<file path="src/rtl/alu_cmd_sequencer.sv">
// Command buffer and issue controller in front of a combinational ALU.
// Commands {sel, a, b} are queued in a small circular FIFO. One command at a
// time is popped into registered ALU operands. The ALU result is then latched
// into a result register that has its own valid/ready handshake.
module alu_cmd_sequencer #(
  parameter int DEPTH = 4,
  parameter int W     = 8
) (
  input  logic                   clk,
  input  logic                   reset,
  input  logic                   cmd_valid,
  output logic                   cmd_ready,
  input  logic [3:0]             cmd_sel,
  input  logic [W-1:0]           cmd_a,
  input  logic [W-1:0]           cmd_b,
  output logic [3:0]             alu_sel,
  output logic [W-1:0]           alu_a,
  output logic [W-1:0]           alu_b,
  input  logic [W-1:0]           alu_x,
  output logic                   res_valid,
  input  logic                   res_ready,
  output logic [W-1:0]           res_data,
  output logic [3:0]             res_sel,
  output logic [$clog2(DEPTH):0] count,
  output logic                   busy
);

  localparam int AW = $clog2(DEPTH);
  localparam logic [AW:0] FULL = (AW+1)'(DEPTH);

  typedef enum logic [1:0] {IDLE, ISSUE, HOLD} state_t;

  state_t          state_reg, state_next;
  logic [3:0]      sel_mem [DEPTH];
  logic [W-1:0]    a_mem   [DEPTH];
  logic [W-1:0]    b_mem   [DEPTH];
  logic [AW-1:0]   wr_ptr_reg, rd_ptr_reg;
  logic [AW:0]     count_reg;
  logic [3:0]      alu_sel_reg, res_sel_reg;
  logic [W-1:0]    alu_a_reg, alu_b_reg, res_data_reg;
  logic            push, pop, capture;

  // Ready is forced low during reset so nothing is accepted at the reset edge.
  assign cmd_ready = (count_reg < FULL) & ~reset;
  assign push      = cmd_valid & cmd_ready;

  // FIFO storage: each entry loads only when the write pointer addresses it.
  // Contents need no reset; the pointers and count define what is valid.
  for (genvar gi = 0; gi < DEPTH; gi++) begin : g_entry
    always_ff @(posedge clk) begin
      if (push && (wr_ptr_reg == AW'(gi))) begin
        sel_mem[gi] <= cmd_sel;
        a_mem[gi]   <= cmd_a;
        b_mem[gi]   <= cmd_b;
      end
    end
  end

  // Pointers wrap naturally because DEPTH is a power of two.
  // Count tracks occupancy; a push and a pop in the same cycle cancel.
  always_ff @(posedge clk) begin
    if (reset) begin
      wr_ptr_reg <= '0;
      rd_ptr_reg <= '0;
      count_reg  <= '0;
    end else begin
      if (push) wr_ptr_reg <= wr_ptr_reg + 1'b1;
      if (pop)  rd_ptr_reg <= rd_ptr_reg + 1'b1;
      case ({push, pop})
        2'b10:   count_reg <= count_reg + 1'b1;
        2'b01:   count_reg <= count_reg - 1'b1;
        default: count_reg <= count_reg;
      endcase
    end
  end

  // Issue FSM state register.
  always_ff @(posedge clk) begin
    if (reset) state_reg <= IDLE;
    else       state_reg <= state_next;
  end

  // Next-state logic. Pop reads the registered count, so a command pushed
  // into an empty FIFO is first seen by the FSM in the cycle after the push.
  always_comb begin
    state_next = state_reg;
    pop        = 1'b0;
    capture    = 1'b0;
    case (state_reg)
      IDLE: begin
        if (count_reg != '0) begin
          pop        = 1'b1;
          state_next = ISSUE;
        end
      end
      ISSUE: begin
        capture    = 1'b1;
        state_next = HOLD;
      end
      HOLD: begin
        if (res_ready) begin
          if (count_reg != '0) begin
            pop        = 1'b1;
            state_next = ISSUE;
          end else begin
            state_next = IDLE;
          end
        end
      end
      default: state_next = IDLE;
    endcase
  end

  // Operand registers change only on a pop and otherwise hold the last command.
  always_ff @(posedge clk) begin
    if (reset) begin
      alu_sel_reg <= '0;
      alu_a_reg   <= '0;
      alu_b_reg   <= '0;
    end else if (pop) begin
      alu_sel_reg <= sel_mem[rd_ptr_reg];
      alu_a_reg   <= a_mem[rd_ptr_reg];
      alu_b_reg   <= b_mem[rd_ptr_reg];
    end
  end

  // The result register loads once per issue. It stays stable through HOLD.
  always_ff @(posedge clk) begin
    if (reset) begin
      res_data_reg <= '0;
      res_sel_reg  <= '0;
    end else if (capture) begin
      res_data_reg <= alu_x;
      res_sel_reg  <= alu_sel_reg;
    end
  end

  // A result is valid exactly while the FSM waits in HOLD for the consumer.
  assign res_valid = (state_reg == HOLD);
  assign busy      = (state_reg != IDLE) || (count_reg != '0);
  assign count     = count_reg;
  assign alu_sel   = alu_sel_reg;
  assign alu_a     = alu_a_reg;
  assign alu_b     = alu_b_reg;
  assign res_data  = res_data_reg;
  assign res_sel   = res_sel_reg;

endmodule
</file>
<file path="config.mk">
export PLATFORM = sky130hd
export DESIGN_NAME = alu_cmd_sequencer
export DESIGN_NICKNAME = d
export VERILOG_FILES = /design/src/rtl/alu_cmd_sequencer.sv
export SDC_FILE = /design/constraint.sdc
export NUM_CORES = 1
export LEC_CHECK = 0
export CORE_MARGIN = 2
export CORE_UTILIZATION = 50
export CTS_BUF_LIST = sky130_fd_sc_hd__clkbuf_2
export CTS_CLUSTER_SIZE = 14
export DETAILED_ROUTE_END_ITERATION = 7
export PLACE_DENSITY = 0.9
export RECOVER_POWER = 50
export SYNTH_ARGS = -nofsm -noshare
export SYNTH_HDL_FRONTEND = slang
export SYNTH_SLANG_ARGS = --single-unit
export TNS_END_PERCENT = 100
</file>
<file path="constraint.sdc">
create_clock -name clk -period 2.1 [get_ports clk]
set_input_delay 0.315 -clock clk [delete_from_list [all_inputs] [get_ports clk]]
set_output_delay 0.315 -clock clk [all_outputs]
set_load 0.01 [all_outputs]
</file>
# After elaboration in Yosys (flattened, before gate mapping)
# Memory sizes are Yosys's and may differ from the RTL's. A register that Yosys moved wholly into a read port is not among the register bits.
# Index checks and enable logic that the tools add are counted.
# word_totals
register_bits	21
ram_bits	80
out_inout_bits	38
elab_cells	90
memories	3
# mem_list
memory	depth	width	read_ports	rd_clocked_by_memory_dff	wr	line_no	source
a_mem	4	8	1	1	1	35	logic [W-1:0] a_mem [DEPTH];
b_mem	4	8	1	1	1	36	logic [W-1:0] b_mem [DEPTH];
sel_mem	4	4	1	1	1	34	logic [3:0] sel_mem [DEPTH];
# classes
n_addsub	4
n_lt_le_gt_ge	1
eq_ne	9
mux	44
n_bitwise	3
n_reduce_logical	20
# ops
op	count
8-bit two-way mux	6
8-bit OR reduction	6
2-bit two-way mux	11
1-bit two-way mux	21
4-bit two-way mux	3
4-bit OR reduction	3
2-bit equality test, second input constant	4
2-bit by 1-bit equality test with 1-bit output, second input constant	3
2-bit case mux with 3 select lines	1
3-bit case mux with 2 select lines	1
2-bit by 1-bit adder with 2-bit output, second input constant	2
1-bit logical AND	4
2-bit zero test	2
2-bit nonzero test	2
3-bit by 1-bit adder with 3-bit output, second input constant	1
3-bit < comparator, second input constant	1
3-bit nonzero test	1
3-bit by 1-bit subtractor with 3-bit output, second input constant	1
1-bit AND	2
2-bit by 1-bit != test with 1-bit output, second input constant	1
2-bit != test, second input constant	1
1-bit case mux with 2 select lines	1
2-bit AND reduction	1
1-bit logical OR	1
1-bit inverter	1

# Depth between registers and ports, before layout
# Gate-level depths: netlist of the first run.
# logic_depth
ltp_word	10
depth_mapped	8
ltp_nobuf	7

# Least setup slack after synthesis of the first run
# OpenSTA, ideal clock, no wires.
# synth_timing
path_kind	reg-to-reg
startpoint	reg count_reg[2] (netlist: count[2])
endpoint	reg count_reg[2] (netlist: count[2])
setup_time_ns	0.070
t_arrival_ns	2.107
slack_ns	-0.077
path_stages_with_launch	9
path_buffers	1
synth_period_minus_slack_ns	2.177
cell_sequence	dfxtp_1 -> nor3_4 -> nor3_1 -> buf_2 -> ha_1 -> fa_1 -> xnor2_1 -> or3_1 -> a21oi_1
# synth_via
elab_chain_cells	6
# synth_rtl
element	line_no	source
start: declaration	38	logic [AW:0] count_reg;
start signal: assignment	70	2'b10: count_reg <= count_reg + 1'b1;
start signal: assignment	71	2'b01: count_reg <= count_reg - 1'b1;
start signal: assignment	72	default: count_reg <= count_reg;
3-bit nonzero test *	91, 102	
1-bit two-way mux *	91, 102	
1-bit two-way mux	101	if (res_ready) begin
1-bit case mux with 2 select lines *	89	case (state_reg)
via pop	41	logic push, pop, capture;
2-bit by 1-bit equality test with 1-bit output or 2-bit equality test (tied branches)	69	case ({push, pop})
3-bit case mux with 2 select lines or 2-bit nonzero test (tied branches)	n/a	
# The timed path passes the listed nets; every way through them passes the cells marked *.
# A chain may end at the register's enable or synchronous reset.

# Final worst setup path of the first run
# layout_timing
startpoint	reg count_reg[1] (netlist: count[1])
endpoint	reg count_reg[2] (netlist: count[2])
# layout_via
elab_chain_cells	6
# layout_rtl
element	line_no
3-bit nonzero test	91, 102
1-bit two-way mux	91, 102
1-bit two-way mux	101
1-bit case mux with 2 select lines	89
2-bit by 1-bit equality test with 1-bit output or 2-bit equality test (tied branches)	69
3-bit case mux with 2 select lines or 2-bit nonzero test (tied branches)	n/a
# Parallel ways exist; a longest one is shown, timed or not.

==> metrics.md, run 1 <==
| Metric | Value |
|---|---|
| Outcome | `finished, final reports clean` |
| Clock root cell | `clkbuf_2` |
| Slowest stage delay, CP | `0.40 ns` |
| WHS Endpoint | `res_data[2]$_SDFFE_PP0N_` |
| Slew at the pin with the worst max-slew slack | `roughly 0.76 ns` |
| Worst-path fanout max | `4` |
| Critical path class | `flop to flop` |
| CTS clk-pin slew, worst paths | `0.17 ns` |
| Final hold viol count | `0` |
| Post-synthesis cell area | `approximately 4600 µm²` |
| Worst setup EP type | `flop` |
| Final min period | `a little over 2 ns` |
| Tot GR Track Use | `18.2%` |
| Share of cells above drive strength 1 | `between 15 and 20%` |
| Layout fillers | `between 600 and 700` |
| Final Max Slew Viols | `0` |
| Via count | `around 2.6k` |
| Initial core utilization | `between 50% and 60%` |
| Syn Inst Count | `approximately 280` |
| Comb pwr share | `around 33%` |
| NumNets Final | `between 400 and 500` |
| Normalized max-slew margin | `49.5%` |
| Critical path required time | `between 2 and 3 ns` |
| Initial antenna violation count | `1` |
| Reg2Reg Setup Slack | `0.08 ns` |
| Worst path bufs/invs | `1` |
| Hold Path Depth | `3` |
| Vias in the first global route | `around 2.8k` |
| Top delay family on crit path | `adder cells` |
| Hold Crit Start | `alu_x[2]` |
| H-tree lvl count | `4` |
| DR iter-0 viols | `136` |
| Pwr per Cell Area | `roughly 1200 nW/µm²` |
| Synth Flop Type | `edfxtp_1` |
| Avg Inst Size Synth | `approximately 17 µm²` |
| Crit path arrival time | `roughly 2.6 ns` |
| Detailed Routing Iterations Pass 1 | `4` |
| Post-synth ARST share | `0%` |
| GPL Wtd Cong | `0.733` |
| DRT antenna net count | `0` |
| Switching Share | `31.1%` |
| Mapped Nets | `317` |
| Die extent in y | `100 µm` |
| Crit-path cells | `nor3_4, buf_4, nor3_2, ha_1, fa_1, xnor2_1, or3_1, a21oi_1` |
| Synth Warn # | `0` |
| IO buf count | `69` |
| Fin Clk Skew | `around 0.022 ns` |
| Hold Slack | `~0.22 ns` |
| DP Wirelength | `5290 µm` |
| Max-cap violations | `0` |
| Worst vdd ir | `between 0.4 and 0.5 mV` |
| Max Root-Sink Buffers | `2` |
| FMAX | `494 MHz` |
| DR DRC count | `0` |
| WL final | `8610 µm` |
| Final Cycle Share | `slightly below 100%` |
| Leakage | `approximately 1.9 nW` |
| Die Span X | `100 µm` |
| Sequential power share | `between 40% and 50%` |
| Distinct cells, synth | `34` |
| Largest net degree at the start of global routing | `44` |
| Num ports | `70` |
| Clock power share | `about a fifth` |
| Total CTS buffers | `17` |
| R2r startpoint | `count[1]$_SDFFE_PP0P_` |
| First-pass GRT wire length | `around 13,000 µm` |
| Clk Latency, worst-skew pair | `just over 0.6 ns` |
| Post-synthesis sequential area ratio | `a little over two thirds` |
| Crit start category | `flop` |
| Core box area | `9110 µm²` |
| CTS tree | `done` |
| RSZ-0062 raised after global routing | `true` |
| Biggest regs | `a_mem (32), b_mem (32), sel_mem (16)` |
| Die area | `about 10,000 µm²` |
| Clock tree sinks | `approximately 120` |
| Power, Total | `roughly 0.0067 W` |
| Synth Register Bits | `roughly 120` |
| Overflow after GRT | `0` |
| Pint | `0.00459 W` |
| Setup Viol. Count Final | `0` |
| Worst Hold Class | `input pin to flop` |
| Via/cell ratio | `~5.4` |
| Routed WL per cell | `around 17 µm` |
| R2r endpoint | `count[2]$_SDFFE_PP0P_` |
| Crit path max-delay cell type | `dfxtp_4` |
| Sw power | `0.00208 W` |
| Row count | `35` |
| R2r worst-path depth | `8` |
| Number of synthesized flops with an enable pin | `80` |
| Syn-to-layout area delta | `24.4%` |
[worst max-delay path by stage]
stage	end	startpoint	depth (start not counted)	slack, ns
floorplan	count[2]$_SDFFE_PP0P_	count[1]$_SDFFE_PP0P_	8	0.004
global placement	count[2]$_SDFFE_PP0P_	reset	8	-0.15
detailed placement	count[2]$_SDFFE_PP0P_	reset	8	-0.26
CTS	busy	count[2]$_SDFFE_PP0P_	4	-0.02
global route	count[2]$_SDFFE_PP0P_	count[1]$_SDFFE_PP0P_	8	-0.03
finish	count[2]$_SDFFE_PP0P_	count[1]$_SDFFE_PP0P_	8	0.08
[layout make-up]
class / instances / area, µm² / share of cell area [%]
multi-input combinational: 138 / 1280 / 22.3
timing repair buffer: 88 / 845 / 14.7
clock buffer: 19 / 95.1 / 1.66
antenna: 1 / 2.50 / 0.0436
sequential: 121 / 3230 / 56.4
inverter: 3 / 11.3 / 0.196
tap: 111 / 139 / 2.42
clock inverter: 13 / 129 / 2.25
[worst register-to-register path: stages (launching register included)]
cell     delay [ns]
dfxtp_4        0.40
nor3_4         0.21
buf_4          0.14
nor3_2         0.04
ha_1           0.21
fa_1           0.38
xnor2_1        0.14
or3_1          0.31
a21oi_1        0.13
[timing repair]
item	CTS	global route
hold buffers	0	0
pin swaps	1	2
hold endpoints to repair	0	0
setup endpoints to repair	4	3
gates resized for setup	6	3
setup buffers	0	4
[cell usage in the layout (no fill, tap or decap), types with 2 or more instances in the layout]
cell type / netlist / layout
bufinv_16: 0 / 2
mux4_2: 10 / 10
inv_1: 3 / 3
dlygate4sd3_1: 0 / 20
a21oi_1: 15 / 15
xnor2_1: 2 / 2
dfxtp_4: 0 / 2
clkinv_1: 0 / 3
and2_1: 4 / 3
mux4_1: 10 / 10
nor2_1: 6 / 6
clkbuf_2: 1 / 23
dfxtp_1: 41 / 38
buf_6: 2 / 2
clkdlybuf4s50_1: 0 / 46
o31ai_1: 2 / 2
clkinvlp_4: 0 / 4
buf_4: 0 / 12
edfxtp_1: 80 / 80
nor2b_1: 3 / 3
ha_1: 5 / 5
nand2_1: 26 / 26
nand2b_1: 22 / 22
clkinv_2: 0 / 2
o2bb2ai_1: 20 / 20
[routing by layer]
metal  GRT usage [%]  wire (µm)
met2            30.8       4430
met3            6.13        602
met1            20.9       3510
met5               0          0
met4            8.54         66
[synth_stat cells (2+ instances only)]
library cell	number	area, µm²
nor2_1	6	22.5
xnor2_1	2	17.5
mux4_2	10	225
nand2b_1	22	138
mux4_1	10	263
a21oi_1	15	75.1
nor2b_1	3	18.8
ha_1	5	62.6
and2_1	4	25.0
dfxtp_1	41	821
o31ai_1	2	15.0
nand2_1	26	97.6
buf_6	2	22.5
inv_1	3	11.3
clkbuf_1	5	18.8
o2bb2ai_1	20	175
buf_2	7	35.0
edfxtp_1	80	2400
[power by group through the flow]
stage	Clock (W)	Sequential [W]	Combinational, W
6_report	0.00136	0.00312	0.00219
5_1_grt	0.00149	0.00316	0.00237
4_1_cts	0.00140	0.00312	0.00217
3_5_place_dp	0	0.00317	0.00216
3_3_place_gp	0	0.00315	0.00208
2_1_floorplan	0	0.00324	0.00111
[metrics by stage]
stage               setup slack, ns  area, µm²  cells  utilization [%]  TNS [ns]
floorplan                   0.00371       4620    279                -         0
CTS                         -0.0189       5740    489             63.0   -0.0189
detailed placement           -0.256       5510    457             60.5    -0.386
finish                       0.0753       5730    494             62.9         0
global route                -0.0277       5730    494             62.9   -0.0277
global placement             -0.152       5510    457             60.5    -0.174
[cells by family (layout without fill, tap and decap cells)]
logic type,count (synthesis),in the layout,synth area share [%]
AOI/OAI and AO/OA,38,38,5.86
xor gates and xnor gates,3,3,0.570
adders and majority gates,6,6,1.79
buffers and inverters,20,123,2.42
DFF,121,121,69.9
muxes,22,22,11.0
other,0,1,0
and+or+nand+nor,69,69,8.39
No activity file was read; power rests on OpenSTA's default activity.
==> run 2: changes to the inputs <==
- CAP_MARGIN: default -> 30
- CORE_UTILIZATION: 50 -> 45
- PLACE_DENSITY: 0.9 -> 0.83
==> run 2 against run 1 <==
- core utilization decreased by 3.4 points
- final area is 2.4% higher
- die area grew 11%
- critical endpoint unchanged
- clock skew grew 0.0015 ns
==> metrics.md, run 2 (synthesis results as in run 1) <==
| Metric | Value |
|---|---|
| Top delay family on crit path | `simple AND/OR/NAND/NOR gates` |
| Total CTS buffers | `17 (unchanged)` |
| Commonest non-fill, non-tap cells in the layout | `edfxtp_1 (80), clkdlybuf4s50_1 (46), dfxtp_1 (38)` |
| R2r worst-path depth | `8 (unchanged)` |
| Final min period | `2.01 ns (-0.0112 ns)` |
| Outcome | `finished, final reports clean` |
| Clk Latency, worst-skew pair | `0.61 ns (about the same)` |
| Crit-path cells | `nor3_4, buf_4, nor3_4, ha_1, fa_2, xnor2_1, or3_1, a21oi_1` |
| R2r startpoint | `count[1]$_SDFFE_PP0P_` |
| Setup Viol. Count Final | `0 (unchanged)` |
| Via/cell ratio | `5.07 (-5.3%)` |
| Detailed Routing Iterations Pass 1 | `4 (unchanged)` |
| Crit path max-delay cell type | `dfxtp_4` |
| Share of cells above drive strength 1 | `19.1% (+1.8 points)` |
| Syn-to-layout area delta | `27.4%` |
| Final Max Slew Viols | `0 (unchanged)` |
| CTS tree | `done` |
| Worst Hold Class | `input pin to flop` |
| Initial core utilization | `46.7% (-3.9 points)` |
| Final instance area | `5870 µm² (+2.4%)` |
| Worst vdd ir | `0.579 mV (+25%)` |
| Layout fillers | `752 (+14%)` |
| Pwr per Cell Area | `1160 nW/µm² (-0.65%)` |
| Hold Crit Start | `alu_x[3]` |
| DR DRC count | `0 (unchanged)` |
| Critical path required time | `2.65 ns (about the same)` |
| DP Wirelength | `5570 µm (+5.1%)` |
| GPL Wtd Cong | `0.693 (-5.5%)` |
| Initial antenna violation count | `0 (-1)` |
| Crit start category | `flop` |
| Worst setup EP type | `flop` |
| NumNets Final | `413 (+1.5%)` |
| Placed Cells | `485 (+6.1%)` |
| First-pass GRT wire length | `14,000 µm (+4.6%)` |
| DRT antenna net count | `0 (unchanged)` |
| Die Span X | `105 µm (+5.2%)` |
| Dpl cell area | `5600 µm² (+1.7%)` |
| Largest net degree at the start of global routing | `44 (unchanged)` |
| Critical path class | `flop to flop` |
| Max Root-Sink Buffers | `2 (unchanged)` |
| Normalized max-slew margin | `71.3% (+22 points)` |
| Via count | `2,642 (-0.15%)` |
| Slowest stage delay, CP | `0.40 ns (about the same)` |
| Worst setup margin | `0.0864 ns (+0.0112 ns)` |
| Fin Clk Skew | `0.0232 ns (+0.00153 ns)` |
| Commonest non-fill, non-tap cell in the layout | `edfxtp_1` |
| Biggest regs | `a_mem (32), b_mem (32), sel_mem (16)` |
| Final hold viol count | `0 (unchanged)` |
| H-tree lvl count | `4 (unchanged)` |
| Tot GR Track Use | `16.8% (-1.4 points)` |
| Final Cycle Share | `95.9% (-0.53 points)` |
| IO buf count | `69 (unchanged)` |
| Multi-input gate area | `1290 µm² (+0.68%)` |
| Die area | `11,100 µm² (+11%)` |
| Overflow after GRT | `0 (unchanged)` |
| Num ports | `70 (unchanged)` |
| Slew at the pin with the worst max-slew slack | `0.430 ns (-0.327 ns)` |
| Vias in the first global route | `2,742 (-0.76%)` |
| Dpl ws | `-0.272 ns (-0.0161 ns)` |
| Worst path bufs/invs | `1 (unchanged)` |
| Register area | `3230 µm² (unchanged)` |
| Fin cells | `521 (+5.5%)` |
| Setup TNS | `0 ns (unchanged)` |
| Power, Total | `0.00679 W (+1.7%)` |
| R2r endpoint | `count[2]$_SDFFE_PP0P_` |
| Most Frequent Cell on Critical Path | `nor3_4` |
| WHS Endpoint | `res_data[3]$_SDFFE_PP0N_` |
| CTS clk-pin slew, worst paths | `0.18 ns (about the same)` |
| Clock root cell | `clkbuf_2` |
| Clock tree sinks | `121 (unchanged)` |
| Leakage | `1.99 nW (+2.3%)` |
| ANT cells | `0 (-1)` |
| Row count | `36 (+2.9%)` |
| Routed WL per cell | `16.6 µm (-5.0%)` |
| Core box area | `9860 µm² (+8.3%)` |
| WL final | `8630 µm (+0.17%)` |
| Reg2Reg Setup Slack | `0.09 ns (about the same)` |
| FMAX | `497 MHz (+0.56%)` |
| Die extent in y | `105 µm (+5.2%)` |
| Hold Path Depth | `3 (unchanged)` |
| DR iter-0 viols | `131 (-3.7%)` |
| Worst-path fanout max | `4 (unchanged)` |
| Max-cap violations | `0 (unchanged)` |
| Crit path arrival time | `2.56 ns (-0.02 ns)` |
run 2: power by group:
part	switching [W]	internal, W	leakage [nW]	total, W
clock	0.000829	0.000552	0.134	0.00138
combinational	0.00106	0.00122	0.791	0.00229
sequential	0.000218	0.00290	1.06	0.00312
run 2: layer usage:
metal,GRT usage [%],part of all wire [%]
met5,0,0
met4,4.67,0.56
met3,5.69,6.0
met2,29.4,52
met1,19.5,41
run 2: stage by stage:
step	hold slack, ns	utilization [%]
final	0.234	59.5
after floorplan	0.414	-
after CTS	0.169	59.2
after global routing	0.170	59.5
after global placement	0.441	56.8
after detailed placement	0.448	56.8
run 2: what timing repair did:
| action | 4_1_cts | 5_1_grt |
|---|---|---|
| endpoints found under the setup margin | 4 | 3 |
| pin swaps | 1 | 2 |
| setup buffers | 1 | 3 |
| hold buffers | 0 | 0 |
| resized for setup | 6 | 4 |
run 2: worst max path at each step:
stage | startpoint | endpoint | depth (start not counted)
floorplan | count[1]$_SDFFE_PP0P_ | count[2]$_SDFFE_PP0P_ | 8
global placement | reset | count[2]$_SDFFE_PP0P_ | 8
detailed placement | reset | count[2]$_SDFFE_PP0P_ | 8
CTS | count[2]$_SDFFE_PP0P_ | count[2]$_SDFFE_PP0P_ | 8
global route | count[1]$_SDFFE_PP0P_ | busy | 4
finish | count[1]$_SDFFE_PP0P_ | count[2]$_SDFFE_PP0P_ | 8
run 2: layout make-up:
| class | count | area share (%) |
|---|---|---|
| Tap cell | 133 | 2.83 |
| Clock buffer | 20 | 1.71 |
| Timing Repair Buffer | 94 | 16.1 |
| Sequential cell | 121 | 55.1 |
| Multi-Input combinational cell | 138 | 22.0 |
| Inverter | 3 | 0.192 |
| Clock inverter | 12 | 2.15 |
run 2: worst register-to-register path, cell delays in order, from the launching register on:
cell and delay (ns):
dfxtp_4 0.40, nor3_4 0.21, buf_4 0.15, nor3_4 0.03, ha_1 0.21, fa_2 0.35, xnor2_1 0.15, or3_1 0.32
a21oi_1 0.14
==> run 3: changes to the inputs <==
- CTS_CLUSTER_SIZE: 14 -> 30
==> results of run 3 <==
Same layout as run 2: the final DEF is identical, and so are final timing and power.
